==> src/rtl/arb_pkg.sv <==
// arb_pkg: shared types and reset constants for the data memory arbiter.
// Holds the owner encoding, the request bundle and the default widths.
package arb_pkg;

  localparam int ARB_DATA_BITS = 12;
  localparam int ARB_ADDR_MAX  = 30;

  typedef enum logic [1:0] {
    OWN_NONE,
    OWN_A,
    OWN_B
  } arb_owner_t;

  typedef struct packed {
    logic                    we;
    logic                    lock;
    logic [ARB_ADDR_MAX-1:0] addr;
    logic [3:0]              byteena;
    logic [31:0]             wdata;
  } mem_req_t;

  localparam arb_owner_t  RST_OWNER  = OWN_NONE;
  localparam logic [31:0] RST_RDATA  = '0;
  localparam logic        RST_RVALID = 1'b0;
  localparam logic        RST_PRIO_B = 1'b0;

  // Bundle is all-zero unless granted, so bundles can be OR-merged.
  function automatic mem_req_t mk_req(
    input logic                    en,
    input logic                    we,
    input logic                    lock,
    input logic [ARB_ADDR_MAX-1:0] addr,
    input logic [3:0]              be,
    input logic [31:0]             wd
  );
    mem_req_t r;
    r = '0;
    if (en) begin
      r.we      = we;
      r.lock    = lock;
      r.addr    = addr;
      r.byteena = be;
      r.wdata   = wd;
    end
    return r;
  endfunction

endpackage

==> src/rtl/arb_resp_reg.sv <==
// arb_resp_reg: one-cycle registered read response for one port.
// Ports: clock, reset_n, capture, mem_q in; rvalid, rdata out.
module arb_resp_reg
  import arb_pkg::*;
(
  input  logic        clock,
  input  logic        reset_n,
  input  logic        capture,
  input  logic [31:0] mem_q,
  output logic        rvalid,
  output logic [31:0] rdata
);

  always_ff @(posedge clock or negedge reset_n) begin
    if (!reset_n) begin
      rvalid <= RST_RVALID;
      rdata  <= RST_RDATA;
    end else begin
      rvalid <= capture;
      if (capture) rdata <= mem_q;
    end
  end

endmodule

==> src/rtl/data_memory_arbiter.sv <==
// data_memory_arbiter: shares one data memory between ports A and B,
// with bounded locking. ARB_ROUND_ROBIN_EN selects round-robin over
// fixed A priority. Ports: a_*/b_* requests, *_gnt, *_rvalid/*_rdata,
// mem_address/byteena/data/wren out, mem_q in.
module data_memory_arbiter
  import arb_pkg::*;
#(
  parameter int DATA_BITS = ARB_DATA_BITS,
  parameter int LOCK_MAX  = 16
) (
  input  logic                 clock,
  input  logic                 reset_n,
  input  logic                 a_req,
  input  logic                 a_we,
  input  logic                 a_lock,
  input  logic [DATA_BITS-3:0] a_addr,
  input  logic [3:0]           a_byteena,
  input  logic [31:0]          a_wdata,
  input  logic                 b_req,
  input  logic                 b_we,
  input  logic                 b_lock,
  input  logic [DATA_BITS-3:0] b_addr,
  input  logic [3:0]           b_byteena,
  input  logic [31:0]          b_wdata,
  output logic                 a_gnt,
  output logic                 b_gnt,
  output logic                 a_rvalid,
  output logic                 b_rvalid,
  output logic [31:0]          a_rdata,
  output logic [31:0]          b_rdata,
  output logic [DATA_BITS-3:0] mem_address,
  output logic [3:0]           mem_byteena,
  output logic [31:0]          mem_data,
  output logic                 mem_wren,
  input  logic [31:0]          mem_q
);

  localparam int AW = DATA_BITS - 2;
  localparam int CW = $clog2(LOCK_MAX + 1);
  localparam logic [CW-1:0] CNT_LAST = CW'(LOCK_MAX - 1);
  localparam logic [CW-1:0] CNT_MAX  = CW'(LOCK_MAX);

  arb_owner_t    owner;
  logic [CW-1:0] cnt;
  logic          bar_a;
  logic          bar_b;
  logic          a_ok;
  logic          b_ok;
  logic          a_win;
  logic          b_win;
  mem_req_t      a_pkt;
  mem_req_t      b_pkt;
  mem_req_t      sel;
  logic          unused_addr;

`ifdef ARB_ROUND_ROBIN_EN
  logic prio_b;
`endif

  assign a_ok = a_req & ~bar_a;
  assign b_ok = b_req & ~bar_b;

  always_comb begin
    a_win = 1'b0;
    b_win = 1'b0;
    unique case (1'b1)
      (owner == OWN_A): a_win = a_req;
      (owner == OWN_B): b_win = b_req;
      default: begin
`ifdef ARB_ROUND_ROBIN_EN
        a_win = a_ok & (~b_ok | ~prio_b);
        b_win = b_ok & (~a_ok | prio_b);
`else
        a_win = a_ok;
        b_win = b_ok & ~a_ok;
`endif
      end
    endcase
  end

  // Gating by reset_n also kills a write issued as reset asserts.
  assign a_gnt = a_win & reset_n;
  assign b_gnt = b_win & reset_n;

  assign a_pkt = mk_req(a_gnt, a_we, a_lock,
                        ARB_ADDR_MAX'(a_addr),
                        a_byteena, a_wdata);
  assign b_pkt = mk_req(b_gnt, b_we, b_lock,
                        ARB_ADDR_MAX'(b_addr),
                        b_byteena, b_wdata);
  assign sel   = a_pkt | b_pkt;

  assign mem_address = sel.addr[AW-1:0];
  assign mem_byteena = sel.byteena;
  assign mem_data    = sel.wdata;
  assign mem_wren    = sel.we;
  assign unused_addr = ^sel.addr[ARB_ADDR_MAX-1:AW];

  always_ff @(posedge clock or negedge reset_n) begin
    if (!reset_n) begin
      owner <= RST_OWNER;
      cnt   <= '0;
      bar_a <= 1'b0;
      bar_b <= 1'b0;
    end else begin
      bar_a <= 1'b0;
      bar_b <= 1'b0;
      unique case (1'b1)
        (owner == OWN_A): begin
          if (!a_lock) begin
            owner <= OWN_NONE;
          end else if (cnt == CNT_LAST) begin
            owner <= OWN_NONE;
            bar_a <= 1'b1;
            cnt   <= CNT_MAX;
          end else begin
            cnt <= cnt + CW'(1);
          end
        end
        (owner == OWN_B): begin
          if (!b_lock) begin
            owner <= OWN_NONE;
          end else if (cnt == CNT_LAST) begin
            owner <= OWN_NONE;
            bar_b <= 1'b1;
            cnt   <= CNT_MAX;
          end else begin
            cnt <= cnt + CW'(1);
          end
        end
        default: begin
          if (sel.lock) begin
            owner <= a_gnt ? OWN_A : OWN_B;
            cnt   <= '0;
          end
        end
      endcase
    end
  end

`ifdef ARB_ROUND_ROBIN_EN
  always_ff @(posedge clock or negedge reset_n) begin
    if (!reset_n) begin
      prio_b <= RST_PRIO_B;
    end else if (a_gnt | b_gnt) begin
      prio_b <= a_gnt;
    end
  end
`endif

  arb_resp_reg u_resp_a (
    .clock   (clock),
    .reset_n (reset_n),
    .capture (a_gnt & ~a_we),
    .mem_q   (mem_q),
    .rvalid  (a_rvalid),
    .rdata   (a_rdata)
  );

  arb_resp_reg u_resp_b (
    .clock   (clock),
    .reset_n (reset_n),
    .capture (b_gnt & ~b_we),
    .mem_q   (mem_q),
    .rvalid  (b_rvalid),
    .rdata   (b_rdata)
  );

endmodule

==> config.mk <==
export PLATFORM = sky130hd
export DESIGN_NAME = data_memory_arbiter
export DESIGN_NICKNAME = d
export VERILOG_FILES = /design/src/rtl/arb_pkg.sv /design/src/rtl/arb_resp_reg.sv /design/src/rtl/data_memory_arbiter.sv
export SDC_FILE = /design/constraint.sdc
export NUM_CORES = 1
export LEC_CHECK = 0
export ABC_CLOCK_PERIOD_IN_PS = 3040
export CORE_ASPECT_RATIO = 0.7
export CORE_MARGIN = 2
export CORE_UTILIZATION = 37
export DETAILED_ROUTE_END_ITERATION = 8
export PLACE_DENSITY = 0.82
export SYNTH_ARGS = -nofsm -noshare
export SYNTH_HDL_FRONTEND = slang
export SYNTH_HIERARCHICAL = 1
export SYNTH_SLANG_ARGS = --single-unit
export TNS_END_PERCENT = 1
==> constraint.sdc <==
create_clock -name clock -period 3.04 [get_ports clock]
set_input_delay 0.608 -clock clock [delete_from_list [all_inputs] [get_ports clock]]
set_output_delay 0.608 -clock clock [all_outputs]
set_load 0.005 [all_outputs]
==> results.cfg <==
[grt]
grt_antenna_before_repair = 0
via_count_of_the_first_global_routing_pass = 3318
grt_overflow_total = 0
grt_max_degree = 77
global_route_wire_length_before_repair_um = 18100
groute.usage.overall = 0.209

[synthesis]
ys_ff_latch = 75
proportion_of_netlist_area_held_by_the_largest_area_contributor = 0.490
synth_top_flop_cell = sky130_fd_sc_hd__dfrtp_1
post_synth_xor_area_fraction = 0
netlist_area_sq_um = 3830
synthDistinctLibCells = 35
net_count_after_synthesis = 394
area_fraction_in_and_or_nand_and_nor_cells_after_synthesis = 0.0392
post_synth.cell_area_avg_sq_um = 14.8
most_numerous_cell_in_the_yosys_netlist = sky130_fd_sc_hd__dfrtp_1
synth.largest_area_cell = sky130_fd_sc_hd__dfrtp_1
synth_edf_count = 0
postSynthCellCount = 258
synth_compound_area_frac = 0.136
ys_warn_count = 6
largest_family_of_logic_cells_by_synthesized_area = multiplexers
synth-async-reset-ratio = 1.00
seq_area_frac_synth = 0.490
synth_commonest_cells = 75 x sky130_fd_sc_hd__dfrtp_1, 62 x sky130_fd_sc_hd__mux2_4, 47 x sky130_fd_sc_hd__a22o_1
synth_fa_ha_area_frac = 0.0131
post_synth_main_area_contributors = sky130_fd_sc_hd__dfrtp_1 49%, sky130_fd_sc_hd__mux2_4 24%, sky130_fd_sc_hd__a22o_1 11%, sky130_fd_sc_hd__buf_12 3.1%, sky130_fd_sc_hd__buf_6 1.5%
muxShareOfSynthArea = 0.257

[routing]
drt-total-wl_um = 12700
via_count = 3192
wl_per_cell_um = 19.7
final_antenna_net_count = 0
drt_iter0_drc = 136
drt-vias-per-instance = 4.94
drt_drc_violations_left = 0
firstDrtPassIters = 4

[layout]
insertedDiodeCount = 0
post_route_cells_drive_above_1_share = 0.210
final_nets = 646
flow.area_growth_from_synthesis_pct = 77.7
fill_cells = 754

[power]
p_per_area_nw_per_um2 = 880
cellInternalPower_uw = 4260
comb_power_share = 0.533
netSwitchingPower_uw = 1730
sequentialPowerShare = 0.293
ir_worst_vdd_mv = 0.336
clk_pwr_share = 0.174
netSwitchingFraction = 0.289
cellLeakagePower_uw = 0.00312

[worst_setup_path]
critPathMaxFanout = 12
startpoint_type_of_the_worst_setup_path = primary input
crit_type = in2out
worst-endpoint-arrival_ns = 2.37
setup.worst_path.end_class = output port
cp.required_ns = 2.43

[floorplanning]
fp.dieW_um = 126
placeableCoreArea_sq_um = 10200
floorplan.initialDensity = 0.375
floorplan.die_area_sq_um = 11200
rows = 31
pin_count = 247
dieHeight_um = 89.1

[hold_path]
timing.hold.worst.class = reg2reg

[cts]
clkSinkCount = 75
worst_skew_pair.late_latency_ns = 0.32
ctsHtreeMaxLevel = 3
cts_tree = built
cts_hold_buf = 0
clkTransAtPathRegs_ns = 0.06
cts-buffers-inserted = 9
cts-root-to-sink-buffers = 2
cts_root_buf = sky130_fd_sc_hd__clkbuf_16

[timing]
setup_violating_endpoint_count_in_the_final_report = 0
rsz0062_at_grt = yes
worst_slew_margin_rel = 0.365
whs_ns = 0.509
final-max-slew-violation-count = 0
setup-tns-final_ns = 0
layout_setup_ws_ns = 0.0576
worst_clock_skew_ns = 0.00880
hold_violations = 0
period_share = 0.981
maxClockFrequency_ghz = 0.335
finalCriticalPeriod_ns = 2.98
tightestPinTransition_ns = 0.953

[placement]
buffer_ports.inserted = 246
pre_cts_ws_ns = -0.0283
gp_congestion = 0.910
place.detailed.hpwl_um = 9270

[status]
run_status = finished clean

[job]
max_cap_viol_count = 0
-- cell families (layout without fill, tap and decap cells) --
family | Yosys count | after routing
buf+inv | 27 | 283
mux | 67 | 67
compound gates | 58 | 58
fa+ha+maj | 4 | 4
flops | 75 | 75
simple gates | 27 | 27
-- metrics by stage --
stage / cells / power, uW / instance area, sq um / util
after floorplan: 258 / 3190 / 3830 / -
after CTS: 641 / 5960 / 6680 / 0.655
after detailed placement: 624 / 4840 / 6350 / 0.623
after global routing: 646 / 6310 / 6810 / 0.667
final: 646 / 5990 / 6810 / 0.667
after global placement: 624 / 4750 / 6350 / 0.623
-- repair_timing --
item                                    in CTS  in global routing
pin swaps                                    1                  1
resized for setup                           19                 14
gates cloned                                 1                  3
buffers inserted                             1                  2
endpoints found under the setup margin      47                 33
-- worst max-delay path, stage by stage --
cell and delay [ns]:
sky130_fd_sc_hd__clkdlybuf4s50_1 0.50, sky130_fd_sc_hd__nand2_2 0.09, sky130_fd_sc_hd__a211oi_4 0.21, sky130_fd_sc_hd__buf_6 0.17, sky130_fd_sc_hd__clkbuf_16 0.18, sky130_fd_sc_hd__a22o_1 0.12, sky130_fd_sc_hd__clkdlybuf4s50_1 0.49
-- final timing paths --
kind                                    startpoint                 end  slack (ns)  cells after the start
worst min register to register  u_resp_a/rdata[19]  u_resp_a/rdata[19]        0.51                      1
worst max-delay path                         a_req      mem_address[9]        0.06                      7
worst min-delay path            u_resp_a/rdata[19]  u_resp_a/rdata[19]        0.51                      1
worst max register to register            owner[0]  u_resp_a/rdata[29]        0.66                      9
max in group asynchronous                  reset_n   u_resp_a/rdata[8]        1.82                      2
min in group asynchronous                  reset_n  u_resp_b/rdata[29]        0.60                      2
-- layout by cell type (no fill, tap or decap), types with 2 or more instances in the layout --
master / count
sky130_fd_sc_hd__mux2_2: 4
sky130_fd_sc_hd__nand3_1: 3
sky130_fd_sc_hd__clkbuf_16: 12
sky130_fd_sc_hd__ha_1: 3
sky130_fd_sc_hd__clkinv_2: 2
sky130_fd_sc_hd__dlymetal6s2s_1: 12
sky130_fd_sc_hd__dlygate4sd2_1: 14
sky130_fd_sc_hd__buf_12: 3
sky130_fd_sc_hd__dfrtp_1: 75
sky130_fd_sc_hd__inv_6: 2
sky130_fd_sc_hd__a22o_1: 47
sky130_fd_sc_hd__buf_4: 6
sky130_fd_sc_hd__and3_1: 3
sky130_fd_sc_hd__mux2_4: 62
sky130_fd_sc_hd__inv_1: 7
sky130_fd_sc_hd__nor2b_4: 2
sky130_fd_sc_hd__buf_6: 2
sky130_fd_sc_hd__nand2_1: 6
sky130_fd_sc_hd__clkdlybuf4s50_1: 219
sky130_fd_sc_hd__nor2_1: 4
sky130_fd_sc_hd__o211ai_1: 2
-- power groups by stage --
stage                     combinational (uW)  sequential [uW]  clock (uW)
final                                   3190             1760        1040
after floorplan                         1420             1760           0
after detailed placement                3080             1760           0
after CTS                               3130             1760        1070
after global routing                    3380             1820        1110
after global placement                  3020             1730           0
-- layout make-up --
type | instances | area (sq um) | share of cell area
tap | 132 | 165 | 0.0243
multi-input combinational | 156 | 1750 | 0.257
timing repair buffer | 260 | 2700 | 0.396
clock inverter | 6 | 65.1 | 0.00956
clock buffer | 9 | 225 | 0.0331
inverter | 8 | 30.0 | 0.00441
sequential | 75 | 1880 | 0.276
-- state kept, by name, indices dropped and copies added, names as in the netlist --
name and flops:
bar_a 1, cnt 5, bar_b 1, owner 2, u_resp_b/rdata 32, u_resp_a/rdata 32
u_resp_a/rvalid 1, u_resp_b/rvalid 1
-- per-layer routing --
layer,vias up,wire length [um],track usage
li1,1467,-,-
met1,1551,4970,0.246
met2,147,6480,0.370
met3,27,977,0.0736
met4,0,313,0.0586
met5,-,0,0
(Power assumes the default switching activity.)
